==> src/rtl/hazard_control_unit_if.sv <==
// Bundle between the pipeline datapath and the hazard control unit:
// register/load status in, stage enables, flushes and performance counters out.
interface hazard_control_unit_if #(
    parameter int CNT_W = 16
);
    logic [4:0]       IF_ID_rs1;
    logic [4:0]       IF_ID_rs2;
    logic             uses_rs2;
    logic             branch;
    logic             branch_taken;
    logic [4:0]       ID_EX_rd;
    logic [4:0]       EX_MEM_rd;
    logic             ID_EX_mem_read;
    logic             EX_MEM_mem_read;
    logic             mem_busy;
    logic             pc_write;
    logic             IF_ID_write;
    logic             IF_ID_flush;
    logic             ID_EX_flush;
    logic [CNT_W-1:0] stall_cnt;
    logic [CNT_W-1:0] flush_cnt;

    modport master (
        output IF_ID_rs1, IF_ID_rs2, uses_rs2, branch, branch_taken,
               ID_EX_rd, EX_MEM_rd, ID_EX_mem_read, EX_MEM_mem_read, mem_busy,
        input  pc_write, IF_ID_write, IF_ID_flush, ID_EX_flush, stall_cnt, flush_cnt
    );

    modport slave (
        input  IF_ID_rs1, IF_ID_rs2, uses_rs2, branch, branch_taken,
               ID_EX_rd, EX_MEM_rd, ID_EX_mem_read, EX_MEM_mem_read, mem_busy,
        output pc_write, IF_ID_write, IF_ID_flush, ID_EX_flush, stall_cnt, flush_cnt
    );
endinterface

==> src/rtl/hazard_control_unit.sv <==
// Load-use / branch-compare hazard detection for a 5-stage pipeline with
// ID-stage branch resolution, plus saturating stall and flush counters.
module hazard_control_unit #(
    parameter int CNT_W = 16
) (
    input  logic                  clk,
    input  logic                  rst_n,
    hazard_control_unit_if.slave  hif
);
    typedef enum logic [1:0] {RUN = 2'd0, STALL2 = 2'd1, STALL1 = 2'd2} state_t;

    localparam logic [CNT_W-1:0] CNT_ONE = {{(CNT_W-1){1'b0}}, 1'b1};

    state_t           state_q, state_d;
    logic [CNT_W-1:0] stall_cnt_q, flush_cnt_q;
    logic             ex_hit, mem_hit;
    logic             load_use, br_ex, br_mem;
    logic             stall, stall_inc, flush_inc;

    function automatic logic [CNT_W-1:0] sat_inc(input logic [CNT_W-1:0] v);
        return (&v) ? v : v + CNT_ONE;
    endfunction

    // x0 is hardwired zero, so a write to it never creates a dependency
    assign ex_hit  = (hif.ID_EX_rd != 5'd0) &&
                     ((hif.ID_EX_rd == hif.IF_ID_rs1) ||
                      (hif.uses_rs2 && (hif.ID_EX_rd == hif.IF_ID_rs2)));
    assign mem_hit = (hif.EX_MEM_rd != 5'd0) &&
                     ((hif.EX_MEM_rd == hif.IF_ID_rs1) ||
                      (hif.uses_rs2 && (hif.EX_MEM_rd == hif.IF_ID_rs2)));

    // ALU results are forwarded into the compare stage; only loads stall
    assign load_use = !hif.branch && hif.ID_EX_mem_read && ex_hit;
    assign br_ex    = hif.branch && hif.ID_EX_mem_read && ex_hit;
    assign br_mem   = hif.branch && hif.EX_MEM_mem_read && mem_hit && !br_ex;

    always_comb begin
        state_d          = state_q;
        stall            = 1'b0;
        hif.pc_write     = 1'b1;
        hif.IF_ID_write  = 1'b1;
        hif.ID_EX_flush  = 1'b0;
        hif.IF_ID_flush  = 1'b0;

        unique case (state_q)
            RUN: begin
                if (br_ex) begin
                    stall   = 1'b1;
                    state_d = STALL1;
                end else if (load_use || br_mem) begin
                    stall   = 1'b1;
                end
            end
            STALL2: begin
                stall   = 1'b1;
                state_d = STALL1;
            end
            STALL1: begin
                stall   = 1'b1;
                state_d = RUN;
            end
            default: state_d = RUN;
        endcase

        if (stall) begin
            hif.pc_write    = 1'b0;
            hif.IF_ID_write = 1'b0;
            hif.ID_EX_flush = 1'b1;
        end else begin
            hif.IF_ID_flush = hif.branch_taken;
        end

        // A busy memory freezes every stage without inserting a bubble
        if (hif.mem_busy) begin
            state_d         = state_q;
            hif.pc_write    = 1'b0;
            hif.IF_ID_write = 1'b0;
            hif.ID_EX_flush = 1'b0;
            hif.IF_ID_flush = 1'b0;
        end

        if (!rst_n) begin
            hif.pc_write    = 1'b0;
            hif.IF_ID_write = 1'b0;
            hif.ID_EX_flush = 1'b1;
            hif.IF_ID_flush = 1'b0;
        end
    end

    assign stall_inc = stall && !hif.mem_busy;
    assign flush_inc = !stall && !hif.mem_busy && hif.branch_taken;

    always_ff @(posedge clk or negedge rst_n) begin
        if (!rst_n) begin
            state_q     <= RUN;
            stall_cnt_q <= '0;
            flush_cnt_q <= '0;
        end else begin
            state_q <= state_d;
            if (stall_inc) stall_cnt_q <= sat_inc(stall_cnt_q);
            if (flush_inc) flush_cnt_q <= sat_inc(flush_cnt_q);
        end
    end

    assign hif.stall_cnt = stall_cnt_q;
    assign hif.flush_cnt = flush_cnt_q;
endmodule

==> src/flat_wrapper.sv <==
// flat-port wrapper written by rule: the top's interface ports become plain ports
module hazard_control_unit_flat 
#(
    parameter int CNT_W = 16
)
  (clk, rst_n, hif_IF_ID_rs1, hif_IF_ID_rs2, hif_uses_rs2, hif_branch, hif_branch_taken, hif_ID_EX_rd, hif_EX_MEM_rd, hif_ID_EX_mem_read, hif_EX_MEM_mem_read, hif_mem_busy, hif_pc_write, hif_IF_ID_write, hif_IF_ID_flush, hif_ID_EX_flush, hif_stall_cnt, hif_flush_cnt);
  hazard_control_unit_if #(.CNT_W(CNT_W)) hif_i ();
  input  logic clk;
  input  logic rst_n;
  input wire logic [$bits(hif_i.IF_ID_rs1)-1:0] hif_IF_ID_rs1;
  input wire logic [$bits(hif_i.IF_ID_rs2)-1:0] hif_IF_ID_rs2;
  input wire logic [$bits(hif_i.uses_rs2)-1:0] hif_uses_rs2;
  input wire logic [$bits(hif_i.branch)-1:0] hif_branch;
  input wire logic [$bits(hif_i.branch_taken)-1:0] hif_branch_taken;
  input wire logic [$bits(hif_i.ID_EX_rd)-1:0] hif_ID_EX_rd;
  input wire logic [$bits(hif_i.EX_MEM_rd)-1:0] hif_EX_MEM_rd;
  input wire logic [$bits(hif_i.ID_EX_mem_read)-1:0] hif_ID_EX_mem_read;
  input wire logic [$bits(hif_i.EX_MEM_mem_read)-1:0] hif_EX_MEM_mem_read;
  input wire logic [$bits(hif_i.mem_busy)-1:0] hif_mem_busy;
  output wire logic [$bits(hif_i.pc_write)-1:0] hif_pc_write;
  output wire logic [$bits(hif_i.IF_ID_write)-1:0] hif_IF_ID_write;
  output wire logic [$bits(hif_i.IF_ID_flush)-1:0] hif_IF_ID_flush;
  output wire logic [$bits(hif_i.ID_EX_flush)-1:0] hif_ID_EX_flush;
  output wire logic [$bits(hif_i.stall_cnt)-1:0] hif_stall_cnt;
  output wire logic [$bits(hif_i.flush_cnt)-1:0] hif_flush_cnt;
  assign hif_i.IF_ID_rs1 = hif_IF_ID_rs1;
  assign hif_i.IF_ID_rs2 = hif_IF_ID_rs2;
  assign hif_i.uses_rs2 = hif_uses_rs2;
  assign hif_i.branch = hif_branch;
  assign hif_i.branch_taken = hif_branch_taken;
  assign hif_i.ID_EX_rd = hif_ID_EX_rd;
  assign hif_i.EX_MEM_rd = hif_EX_MEM_rd;
  assign hif_i.ID_EX_mem_read = hif_ID_EX_mem_read;
  assign hif_i.EX_MEM_mem_read = hif_EX_MEM_mem_read;
  assign hif_i.mem_busy = hif_mem_busy;
  assign hif_pc_write = hif_i.pc_write;
  assign hif_IF_ID_write = hif_i.IF_ID_write;
  assign hif_IF_ID_flush = hif_i.IF_ID_flush;
  assign hif_ID_EX_flush = hif_i.ID_EX_flush;
  assign hif_stall_cnt = hif_i.stall_cnt;
  assign hif_flush_cnt = hif_i.flush_cnt;
  hazard_control_unit #(.CNT_W(CNT_W)) u_core (.clk(clk), .rst_n(rst_n), .hif(hif_i));
endmodule
==> config.mk <==
export PLATFORM = sky130hd
export DESIGN_NAME = hazard_control_unit_flat
export DESIGN_NICKNAME = d
export VERILOG_FILES = /design/src/rtl/hazard_control_unit_if.sv /design/src/rtl/hazard_control_unit.sv /design/src/flat_wrapper.sv
export SDC_FILE = /design/constraint.sdc
export NUM_CORES = 1
export LEC_CHECK = 0
export CAP_MARGIN = 20
export CORE_UTILIZATION = 30
export CTS_CLUSTER_DIAMETER = 80
export DETAILED_ROUTE_END_ITERATION = 7
export PLACE_DENSITY = 0.66
export RECOVER_POWER = 25
export SETUP_SLACK_MARGIN = 0.5
export SYNTH_ARGS = -nofsm -noshare
export SYNTH_HDL_FRONTEND = slang
export SYNTH_SLANG_ARGS = --single-unit
==> constraint.sdc <==
create_clock -name clk -period 3.6 [get_ports clk]
set_input_delay 0.36 -clock clk [delete_from_list [all_inputs] [get_ports clk]]
set_output_delay 0.36 -clock clk [all_outputs]
set_load 0.02 [all_outputs]
### Word-level counts from Yosys, hierarchy flattened

Cells that the tools add are included.

| storage, ports and cells | value |
|---|---|
| word-level logic and storage cells | 59 |
| latch bits | 0 |
| input port bits | 28 |
| RAM bits | 0 |
| ROM bits | 0 |
| memories kept | 0 |
| register bits after elaboration | 34 |
| output and inout bits | 36 |

| operators by class | value |
|---|---|
| muxes and demuxes | 14 |
| eq/ne operators | 7 |
| add/sub/neg operators | 2 |
| bitwise logic cells | 3 |
| reductions and logical operators | 30 |
| multiply operators | 0 |
| order comparisons | 0 |
| div/mod/pow operators | 0 |
| shift operators | 0 |

Operator list:

| operator | number |
|---|---|
| $add 16x1->16 const B | 2 |
| $reduce_and 16->1 | 2 |
| $eq 5x5->1 | 4 |
| $logic_and 1x1->1 | 14 |
| $mux 1 | 11 |
| $reduce_bool 5->1 | 2 |
| $reduce_and 2->1 | 3 |
| $logic_not 1->1 | 4 |
| $pmux 2 s2 | 1 |
| $logic_or 1x1->1 | 3 |
| $not 1->1 | 3 |
| $eq 2x1->1 const B | 1 |
| $eq 2x2->1 const B | 1 |
| $logic_not 2->1 | 1 |
| $mux 2 | 1 |
| $ne 2x1->1 const B | 1 |
| $pmux 1 s2 | 1 |
| $reduce_or 2->1 | 1 |

### Logic depth before layout (Yosys ltp)

| depth | value |
|---|---|
| word-level depth | 15 |
| depth in mapped cells | 8 |

### Worst setup path after synthesis

OpenSTA, ideal clock, no wires.

| path | value |
|---|---|
| path type | input to output |
| from | input hif_EX_MEM_rd[1] |
| to | output hif_pc_write |
| path slack | 0.973 ns |
| arrival | 2.267 ns |
| stages | 7 |
| data required time | 3.240 ns |
| path buffers | 2 |
| path through | or3_1 o311a_4 a221oi_4 buf_4 nand2_1 nor2_1 buf_4 |

| between the ends | value |
|---|---|
| word-level cells in the longest chain between the ends | 13 |
| elaborated cells on any way between the ends | 15 |
| classes of those cells | 2 x eq/ne; 6 x mux; 7 x reduce/logical |

Ends and longest elaborated chain:

| element | line | source |
|---|---|---|
| start, declared | flat_wrapper.sv:16 | `input wire logic [$bits(hif_i.EX_MEM_rd)-1:0] hif_EX_MEM_rd;` |
| $eq 5x5->1 | hazard_control_unit.sv:30 | `(hif.uses_rs2 && (hif.EX_MEM_rd == hif.IF_ID_rs2)));` |
| $logic_and 1x1->1 | hazard_control_unit.sv:30 |  |
| $logic_or 1x1->1 | hazard_control_unit.sv:29 | `((hif.EX_MEM_rd == hif.IF_ID_rs1) \|\|` |
| $logic_and 1x1->1 * | hazard_control_unit.sv:28 | `assign mem_hit = (hif.EX_MEM_rd != 5'd0) &&` |
| $logic_and 1x1->1 * (2 in series) | hazard_control_unit.sv:35 | `assign br_mem = hif.branch && hif.EX_MEM_mem_read && mem_hit && !br_ex;` |
| $logic_or 1x1->1 * | hazard_control_unit.sv:50 | `end else if (load_use \|\| br_mem) begin` |
| $mux 1 * | hazard_control_unit.sv:50 |  |
| $mux 1 * | hazard_control_unit.sv:47 | `if (br_ex) begin` |
| $pmux 1 s2 * | hazard_control_unit.sv:45 | `unique case (state_q)` |
| $mux 1 * (3 in series) | n/a |  |
| end, declared | flat_wrapper.sv:20 | `output wire logic [$bits(hif_i.pc_write)-1:0] hif_pc_write;` |

Mark *: on every way between the ends. The rest lies on a longest branch, timed or not.

### Final worst setup path

| path | value |
|---|---|
| from | input hif_EX_MEM_rd[1] |
| to | output hif_ID_EX_flush |

| between the ends | value |
|---|---|
| word-level cells in the longest chain between the ends | 13 |
| elaborated cells on any way between the ends | 15 |
| classes of those cells | 2 x eq/ne; 6 x mux; 7 x reduce/logical |

Ends and longest elaborated chain:

| element | line | source |
|---|---|---|
| $eq 5x5->1 | hazard_control_unit.sv:30 |  |
| $logic_and 1x1->1 | hazard_control_unit.sv:30 |  |
| $logic_or 1x1->1 | hazard_control_unit.sv:29 |  |
| $logic_and 1x1->1 * | hazard_control_unit.sv:28 |  |
| $logic_and 1x1->1 * (2 in series) | hazard_control_unit.sv:35 |  |
| $logic_or 1x1->1 * | hazard_control_unit.sv:50 |  |
| $mux 1 * | hazard_control_unit.sv:50 |  |
| $mux 1 * | hazard_control_unit.sv:47 |  |
| $pmux 1 s2 * | hazard_control_unit.sv:45 |  |
| $mux 1 * | hazard_control_unit.sv:65 | `if (stall) begin` |
| $mux 1 * | hazard_control_unit.sv:74 | `if (hif.mem_busy) begin` |
| $mux 1 * | hazard_control_unit.sv:82 | `if (!rst_n) begin` |
| end, declared | flat_wrapper.sv:23 | `output wire logic [$bits(hif_i.ID_EX_flush)-1:0] hif_ID_EX_flush;` |

Marked as above.

==> flow_metrics.env <==
export IMPL_synth_flop_cell="dfrtp_1"
export IMPL_clk_insertion_delay_late_ns=0.28
export IMPL_crit_family="buffers and inverters"
export IMPL_wirelength_um=4850
export IMPL_clock_path_buffers=2
export IMPL_synth_top_cell_area_share_pct=43.3
export IMPL_gr_usage_all_layers_pct=15.4
export IMPL_antenna_found_initial=0
export IMPL_clkTransAtPathRegs_ns=0.07
export IMPL_max_freq_mhz=341
export IMPL_ys_ff_latch=33
export IMPL_multi_input_area_um2=1040
export IMPL_grt_start_max_net_pins=24
export IMPL_worstMarginPinSlew_ns=1.21
export IMPL_areaGrowthSynthToFinish_pct=41.9
export IMPL_rsz0062_at_grt="no"
export IMPL_dr_pass1_iters=4
export IMPL_finalHoldViolCount=0
export IMPL_synth_area_leaders="dfrtp_1 (43%), xnor2_1 (13%), xor2_1 (10%)"
export IMPL_synth_edf_count=0
export IMPL_ys_types=29
export IMPL_core_area_um2=6030
export IMPL_ant_nets=0
export IMPL_ir_drop_mv=0.460
export IMPL_drv_slew=0
export IMPL_grt_util_met3_pct=5.33
export IMPL_final_area_um2=2710
export IMPL_grt_busiest_layer="met2"
export IMPL_cts_tree="done"
export IMPL_cp_slowest_cell="clkdlybuf4s50_1"
export IMPL_fin_tns_setup_ns=0
export IMPL_met2_usage_pct=24.8
export IMPL_io_buffers=63
export IMPL_fin_crit_sh_pct=81.5
export IMPL_rows=28
export IMPL_cp_start_kind="primary input"
export IMPL_first_global_vias=1678
export IMPL_placed_cell_area_um2=2640
export IMPL_synth_warnings=0
export IMPL_drv_cap=0
export IMPL_drc=0
export IMPL_cts_setup_buffers=0
export IMPL_layout_drive_gt1_share_pct=6.95
export IMPL_first_iter_violations=56
export IMPL_worstSetupPathType="primary input to output port"
export IMPL_post_route_min_period_ns=2.93
export IMPL_crit_arrival_ns=2.57
export IMPL_yosysTopAreaCell="dfrtp_1"
export IMPL_setup_viol=0
export IMPL_syn_area_um2=1910
export IMPL_regArea_um2=826
export IMPL_die_w_um=81.8
export IMPL_num_io_pins=64
export IMPL_avgSynthCellArea_um2=10.2
export IMPL_fillers=597
export IMPL_finClkSkew_ns=0.00250
export IMPL_crit_fanout=5
export IMPL_gp_congestion=0.744
export IMPL_syn_nets=218
export IMPL_cts_buffers_inserted=5
export IMPL_max_slew_margin_pct=19.1
export IMPL_status="complete, no violations"
export IMPL_h_tree_depth=2
export IMPL_met1_usage_pct=18.8
export IMPL_max_stage_delay_ns=0.47
export IMPL_crit_chain="clkdlybuf4s50_1, or3_1, o311a_4, a221oi_4, buf_4, o21ai_0, dlygate4sd2_1"
export IMPL_clock_root_buffer="clkbuf_8"
export IMPL_dp_hpwl_um=3710
export IMPL_clock_sinks=33
export IMPL_yosysMostFrequentCell="dfrtp_1"
export IMPL_min_path_type="flip-flop to flip-flop"
export IMPL_die_h_um=81.8
export IMPL_cp_num_buf_inv=3
export IMPL_wire_per_inst_um=14.5
export IMPL_grt_pass1_wl_um=7730
export IMPL_crit_required_ns=3.24
export IMPL_synth_seq_area_share_pct=43.3
export IMPL_ys_top_cells_by_count="dfrtp_1 (33), xnor2_1 (28), xor2_1 (22), nand2_1 (18), nand3_1 (13)"
export IMPL_leakage_nw=1.17
export IMPL_synth_async_reset_ratio_pct=100
export IMPL_num_antenna_cells=0
export IMPL_fin_nets=288
export IMPL_p_per_area_nw_per_um2=411
export IMPL_worstSetupEndpointType="output port"
export IMPL_grt_overflow_total=0
export IMPL_routed_via_density=4.98
export IMPL_initial_core_util_pct=31.7
export IMPL_syn_inst=188
export IMPL_num_vias=1662
export IMPL_dieArea_um2=6690
## layer usage
layer	share of wire, %	up-vias	wire length, um
met5	0	-	0
met3	9.7	7	473
li1	-	805	-
met1	43	790	2110
met2	45	60	2200
met4	1.5	0	72
## state kept, by name (all words and copies together) (netlist names)
register              cells
u_core.hif.flush_cnt     16
u_core.hif.stall_cnt     16
u_core.state_q            1
## worst reg2reg max path, stage by stage (launching register included)
cell and delay [ns]:
dfrtp_1 0.44, nand4_1 0.20, nor3_1 0.48, a41oi_1 0.18, buf_4 0.19, inv_1 0.10
nor2_1 0.08, mux2_2 0.29
## metrics by stage
step	setup WS, ns	hold slack, ns	cells	total power [mW]	util, %
floorplan	0.973	0.0644	188	0.662	-
global placement	0.466	0.474	326	0.847	43.8
detailed placement	0.400	0.474	326	0.854	43.8
CTS	0.632	0.444	334	1.13	45.0
global route	0.542	0.512	334	1.17	45.0
finish	0.667	0.485	334	1.11	45.0
## where the power goes
| part | switching (mW) | leakage (nW) | internal [mW] |
|---|---|---|---|
| clock | 0.131 | 0.0395 | 0.137 |
| combinational | 0.170 | 0.686 | 0.182 |
| sequential | 0.0702 | 0.440 | 0.423 |
| total | 0.372 | 1.17 | 0.742 |
## final cells by class
type | instances | area share (%)
clock buffers | 8 | 2.96
inverters | 2 | 0.277
multi-input cells | 148 | 38.5
flip-flops and latches | 33 | 30.5
well taps | 75 | 3.46
repair buffers | 68 | 24.3
## final timing paths
check / start / to / slack [ns] / cells after the start
max reg2reg: u_core.hif.flush_cnt[5] / u_core.hif.flush_cnt[1] / 1.53 / 7
min reg2reg: u_core.hif.flush_cnt[11] / u_core.hif.flush_cnt[11] / 0.48 / 1
min: u_core.hif.flush_cnt[11] / u_core.hif.flush_cnt[11] / 0.48 / 1
min in group asynchronous: rst_n / u_core.hif.flush_cnt[11] / 0.50 / 1
max in group asynchronous: rst_n / u_core.hif.stall_cnt[9] / 1.60 / 2
max: hif_EX_MEM_rd[1] / hif_ID_EX_flush / 0.67 / 7
## logic make-up (layout without fill, tap and decap cells)
| group | count (synthesis) | in the layout | synth area share, % |
|---|---|---|---|
| simple gates | 85 | 85 | 23.6 |
| xor+xnor | 50 | 50 | 22.9 |
| flops | 33 | 33 | 43.3 |
| compound gates | 9 | 9 | 5.57 |
| buf+inv | 7 | 78 | 2.16 |
| fa+ha+maj | 2 | 2 | 1.31 |
| mux | 2 | 2 | 1.18 |
## repair_timing
action | in CTS | in global routing
resized for setup | 4 | 0
endpoints found under the setup margin | 4 | 0
hold buffers | 0 | 0
## placed cells by master (no fill, tap or decap)
cell type / synthesis / final
ha_1: 2 / 2
o311a_4: 1 / 1
and3_1: 10 / 10
dlygate4sd3_1: 0 / 1
xnor2_1: 28 / 28
inv_1: 2 / 2
or2_2: 1 / 1
nand2_1: 18 / 18
buf_4: 2 / 4
o31ai_1: 1 / 1
a41oi_1: 1 / 1
a221o_1: 1 / 1
nand2b_1: 2 / 2
dlygate4sd2_1: 0 / 4
xor2_1: 22 / 22
nor3_1: 8 / 8
nand3_1: 13 / 13
dfrtp_1: 33 / 33
clkbuf_1: 2 / 4
a221oi_4: 1 / 1
clkbuf_8: 0 / 5
o21a_4: 1 / 1
mux2_2: 2 / 2
or4_1: 1 / 1
clkdlybuf4s50_1: 0 / 58
o21ai_0: 1 / 1
nand4_1: 11 / 11
nor2_1: 9 / 9
nor3_2: 3 / 3
nor4_1: 8 / 8
o22ai_1: 2 / 2
or3_1: 1 / 1
Note: power is estimated with default switching activity, not from simulation.
